==> src/rtl/regfile_pkg.sv <==
// Shared types and constants for the integer register file and its scoreboard.
//   reg_idx_t     : architectural register index
//   NUM_ARCH_REGS : number of architectural integer registers
//   REG_ZERO      : hard-wired zero register index (never tracked)
package regfile_pkg;

    typedef logic [4:0] reg_idx_t;

    localparam int       NUM_ARCH_REGS = 32;
    localparam reg_idx_t REG_ZERO      = 5'd0;

endpackage

==> src/rtl/sb_counter.sv <==
// Pending-write counter for a single architectural register.
// Ports:
//   clk     : system clock, rising edge
//   reset   : synchronous, active-low reset
//   clear   : drop all pending writes (pipeline flush)
//   inc     : one more write to this register was issued
//   dec     : a writeback to this register occurred
//   count   : current number of outstanding writes
//   nonzero : count != 0
import regfile_pkg::*;

module sb_counter #(
    parameter int CNT_WIDTH = 2
) (
    input  logic                 clk,
    input  logic                 reset,
    input  logic                 clear,
    input  logic                 inc,
    input  logic                 dec,
    output logic [CNT_WIDTH-1:0] count,
    output logic                 nonzero
);

    localparam logic [CNT_WIDTH-1:0] CNT_MAX = '1;

    logic dec_eff;

    // A writeback with nothing pending is ignored here; the top flags it.
    assign dec_eff = dec && nonzero;
    assign nonzero = (count != '0);

    always_ff @(posedge clk) begin
        if (!reset) begin
            count <= '0;
        end else if (clear) begin
            count <= '0;
        end else if (inc && !dec_eff && count != CNT_MAX) begin
            count <= count + 1'b1;
        end else if (dec_eff && !inc) begin
            count <= count - 1'b1;
        end
    end

endmodule

==> src/rtl/regfile_scoreboard.sv <==
// Register-file scoreboard: tracks outstanding writes per integer register and
// holds stage-1 issue off while a source is pending (RAW) or a destination
// already has the maximum number of writes in flight (WAW bound).
// Optional feature macro: SCOREBOARD_WB_BYPASS_EN -- a source with exactly one
// pending write that is written back this very cycle counts as free, so issue
// can fire in the writeback cycle (register file forwards the stage-5 result).
// Ports:
//   clk, reset                     : clock, synchronous active-low reset
//   issue_valid/rs1/rs2/use_rs1/use_rs2/rd/wr_rd : stage-1 instruction
//   issue_ready                    : instruction accepted this cycle
//   wb_valid, wb_rd                : stage-5 writeback
//   flush                          : clear all pending state
//   busy_mask                      : per-register pending flag
//   underflow_err                  : sticky, writeback with nothing pending
//   stall_cycles                   : cycles with issue_valid && !issue_ready
import regfile_pkg::*;

module regfile_scoreboard #(
    parameter int NUM_REGS        = NUM_ARCH_REGS,
    parameter int CNT_WIDTH       = 2,
    parameter int STALL_CNT_WIDTH = 32
) (
    input  logic                       clk,
    input  logic                       reset,
    input  logic                       issue_valid,
    input  reg_idx_t                   issue_rs1,
    input  reg_idx_t                   issue_rs2,
    input  logic                       issue_use_rs1,
    input  logic                       issue_use_rs2,
    input  reg_idx_t                   issue_rd,
    input  logic                       issue_wr_rd,
    output logic                       issue_ready,
    input  logic                       wb_valid,
    input  reg_idx_t                   wb_rd,
    input  logic                       flush,
    output logic [NUM_REGS-1:0]        busy_mask,
    output logic                       underflow_err,
    output logic [STALL_CNT_WIDTH-1:0] stall_cycles
);

    localparam logic [CNT_WIDTH-1:0] CNT_MAX = '1;
    localparam logic [CNT_WIDTH-1:0] CNT_ONE = CNT_WIDTH'(1);

    logic [CNT_WIDTH-1:0] cnt [NUM_REGS];
    logic                 issue_fire;
    logic                 rs1_busy;
    logic                 rs2_busy;
    logic                 raw_hit;
    logic                 waw_full;

    // x0 is never tracked.
    assign cnt[0]       = '0;
    assign busy_mask[0] = 1'b0;

    for (genvar i = 1; i < NUM_REGS; i++) begin : g_cnt
        sb_counter #(
            .CNT_WIDTH(CNT_WIDTH)
        ) u_cnt (
            .clk    (clk),
            .reset  (reset),
            .clear  (flush),
            .inc    (issue_fire && issue_wr_rd && issue_rd == reg_idx_t'(i)),
            .dec    (wb_valid && wb_rd == reg_idx_t'(i)),
            .count  (cnt[i]),
            .nonzero(busy_mask[i])
        );
    end

    always_comb begin
        rs1_busy = issue_use_rs1 && cnt[issue_rs1] != '0;
        rs2_busy = issue_use_rs2 && cnt[issue_rs2] != '0;
`ifdef SCOREBOARD_WB_BYPASS_EN
        // The last pending write lands this cycle; the read port gets it forwarded.
        if (wb_valid && wb_rd == issue_rs1 && cnt[issue_rs1] == CNT_ONE) rs1_busy = 1'b0;
        if (wb_valid && wb_rd == issue_rs2 && cnt[issue_rs2] == CNT_ONE) rs2_busy = 1'b0;
`endif
        raw_hit  = rs1_busy || rs2_busy;
        waw_full = issue_wr_rd && issue_rd != REG_ZERO && cnt[issue_rd] == CNT_MAX;
    end

    // Hazards are judged on current counts, so a same-cycle writeback frees
    // its register for the following cycle only (unless bypass is enabled).
    assign issue_ready = reset && !raw_hit && !waw_full && !flush;
    assign issue_fire  = issue_valid && issue_ready;

    always_ff @(posedge clk) begin
        if (!reset) begin
            underflow_err <= 1'b0;
        end else if (wb_valid && wb_rd != REG_ZERO && cnt[wb_rd] == '0) begin
            underflow_err <= 1'b1;
        end
    end

    // Statistics survive flush; only reset clears them.
    always_ff @(posedge clk) begin
        if (!reset) begin
            stall_cycles <= '0;
        end else if (issue_valid && !issue_ready) begin
            stall_cycles <= stall_cycles + 1'b1;
        end
    end

endmodule

==> config.mk <==
export PLATFORM = sky130hd
export DESIGN_NAME = regfile_scoreboard
export DESIGN_NICKNAME = d
export VERILOG_FILES = /design/src/rtl/regfile_pkg.sv /design/src/rtl/sb_counter.sv /design/src/rtl/regfile_scoreboard.sv
export SDC_FILE = /design/constraint.sdc
export NUM_CORES = 1
export LEC_CHECK = 0
export ABC_AREA = 1
export BUFFER_PORTS_ARGS = -buffer_cell sky130_fd_sc_hd__buf_2
export CORE_ASPECT_RATIO = 0.8
export CORE_MARGIN = 4
export CORE_UTILIZATION = 45
export DETAILED_ROUTE_END_ITERATION = 10
export HOLD_SLACK_MARGIN = 0.02
export PLACE_DENSITY_LB_ADDON = 0.3
export SYNTH_ARGS = -nofsm -noshare
export SYNTH_HDL_FRONTEND = slang
export SYNTH_SLANG_ARGS = --single-unit
==> constraint.sdc <==
create_clock -name clk -period 2.4 [get_ports clk]
set_input_delay 0 -clock clk [delete_from_list [all_inputs] [get_ports clk]]
set_output_delay 0 -clock clk [all_outputs]
set_load 0.02 [all_outputs]
==> metrics.txt <==
Via density about 5.4; DR iter-0 viols about 1,200; slowest stage delay, CP 0.32 ns; Die ar. ~19,000 sq um; cell taking the most area after synthesis dfxtp_1; Main synth FF type dfxtp_1; R2R setup slack around 0.13 ns; Data required, critical path 2.40 ns; final WL approximately 29 mm; Overflow after GRT 0; First-pass DRT Iterations 5; CTS tree built; crit path capture issue_ready; worst r2r src g_cnt[15].u_cnt.count[1]; top-count cell post-synth nand2_1; dpl hpwl ~22 mm; core area 16,800 sq um; final core occ 0.548; Tcrit/Tclk final 0.950; # port buffers 92; Die Height between 100 and 150 um; Max Freq between 0.4 and 0.5 GHz; minimum clock period after layout about 2.3 ns; nets 1,522; layout cells sized above 1 0.159; Distinct cells, synth 40; area grow syn2layout 18.2%; total global-route track usage 0.283; Synth area leaders dfxtp_1 (24%), nand2_1 (20%), inv_1 (9.9%); Crit Path Category reg -> out; #FFs+latches synth between 90 and 100; placed cell count roughly 1,700; sequential area share after synthesis 0.245; slowest CP cell dfxtp_1; kind of end point of the critical path output port; H-tree levels 3; die width roughly 150 um; Root Driver clkbuf_16; Fin Setup TNS 0 ns; total CTS buffers 9; Hold Violations, Final 0; via count between 9,000 and 10,000; Net Count, Synth ~1,400; # IOs 94; Non-Filler Instances about 1,700; post-synth top area share 0.245; Critical Path AT ~2.3 ns; hold crit path type in -> reg; Final setup viols 0; vias in the first global route between 8,000 and 9,000; Startpoint Class flop; Pins Over Slew Limit 0; pre-CTS WS -0.100 ns; Row Count between 40 and 50; r2r endpoint stall_cycles[29]; first-pass GRT wire length between 40 and 50 mm; Hold WS 0.102 ns; initial antenna violation count 0; CP Max Fanout 9; Warnings, synthesis 0; R2R cell count 15; synth cell count leaders nand2_1 (423), inv_1 (206), nor2_1 (174), a21oi_1 (99), dfxtp_1 (95); DRC violations left 0; placer congestion estimate slightly above 1; crit path cell chain nor2_1 -> buf_4 -> nor2_1 -> a21oi_1 -> o211ai_1 -> nand3_1 -> nand3_1 -> nand3_2 -> nand2_4 -> nor2_8 -> buf_12 -> clkbuf_4; ant diodes 0; CP top delay family simple AND/OR/NAND/NOR gates; Post-synth EDFFs 0; leakage between 0.004 and 0.005 uW; share of flip-flops with an asynchronous set or reset 0; WL per Instance approximately 17 um; hold path depth 5; clk_lat worst skew 0.36 ns; status finished, final reports clean; setup ws final about 0.12 ns; Num Clock Sinks 95; Syn Std Cell Area 7770 sq um; largest net degree at the start of global routing 32; clk buf depth 2; syn_area_per_cell 5.67 sq um; Critical path origin g_cnt[15].u_cnt.count[1]; critical path depth 12; Initial Utilization 0.464; post-route ant nets 0; Cells after Synth approximately 1,400; clk_skew 0.0122 ns; worst vdd ir between 300 and 400 uV; Max Cap Violations 0; PwrDens about 390 nW/um^2; Clock transition at path regs 0.08 ns; Crit path buffers/inverters 3
[worst min-delay path, stage by stage]
cell	delay, ns
buf_2	0.14
inv_1	0.10
nor2_4	0.07
nand2_1	0.06
a21oi_1	0.05
[cell usage in the layout (no fill, tap or decap), drive strengths merged, types with 18 or more instances in the layout]
master	n
o21ai	75
dfxtp	95
xor2	18
nand3	57
nor2	182
a21oi	99
nand4	43
o21bai	22
inv	213
nor3	34
buf	173
nand2	427
[per-stage QoR]
stage / instance area, sq um / total power (uW)
finish: 9180 / 3540
global route: 9180 / 3640
CTS: 9030 / 3510
detailed placement: 8740 / 2080
global placement: 8740 / 2080
floorplan: 7770 / 1900
[per-layer routing]
| metal | wire length (um) | vias to the layer above | track usage | part of all wire |
|---|---|---|---|---|
| met5 | 0 | - | 0 | 0 |
| met4 | 534 | 0 | 0.0618 | 0.018 |
| met3 | 4150 | 56 | 0.0694 | 0.14 |
| met2 | 11200 | 553 | 0.389 | 0.39 |
| met1 | 13100 | 4118 | 0.439 | 0.45 |
| li1 | - | 4550 | - | - |
[power by group]
part           switching [uW]  internal [uW]
Clock                     716            722
Sequential               4.47           1580
Combinational             356            166
[cell type report]
cell class / count / area, sq um
Fill cell: 1699 / 7580
Clock buffer: 10 / 229
Multi-Input combinational cell: 998 / 4710
Sequential cell: 95 / 1900
Inverter: 212 / 796
Tap cell: 220 / 275
Timing Repair Buffer: 177 / 1220
Clock inverter: 6 / 52.6
[how the worst min path moves through the flow]
stage,start,end
2_1_floorplan,reset,stall_cycles[2]
3_3_place_gp,reset,stall_cycles[2]
3_5_place_dp,reset,stall_cycles[2]
4_1_cts,issue_valid,stall_cycles[12]
5_1_grt,issue_valid,stall_cycles[12]
6_report,issue_valid,stall_cycles[12]
[sequential cells by signal, summed over array words and instances, names as in the netlist]
| name | cells |
|---|---|
| g_cnt.u_cnt.count | 62 |
| stall_cycles | 32 |
| underflow_err | 1 |
[kinds of logic after synthesis]
| kind of cell | count (synthesis) | synth area share |
|---|---|---|
| AND/OR/NAND/NOR | 759 | 0.418 |
| buffers and inverters | 279 | 0.158 |
| AO/OA/AOI/OAI | 210 | 0.148 |
| flip-flops | 95 | 0.245 |
| XOR/XNOR | 26 | 0.0293 |
| adder cells (fa/ha/maj) | 1 | 0.00161 |
| other | 1 | 0.000482 |
[timing repair]
action / CTS / global route
buffers inserted: 0 / 1
hold endpoints to repair: 5 / 0
hold buffers: 1 / 0
gates resized for setup: 0 / 19
setup endpoints to repair: 0 / 71
No activity file was read; power rests on OpenSTA's default activity.
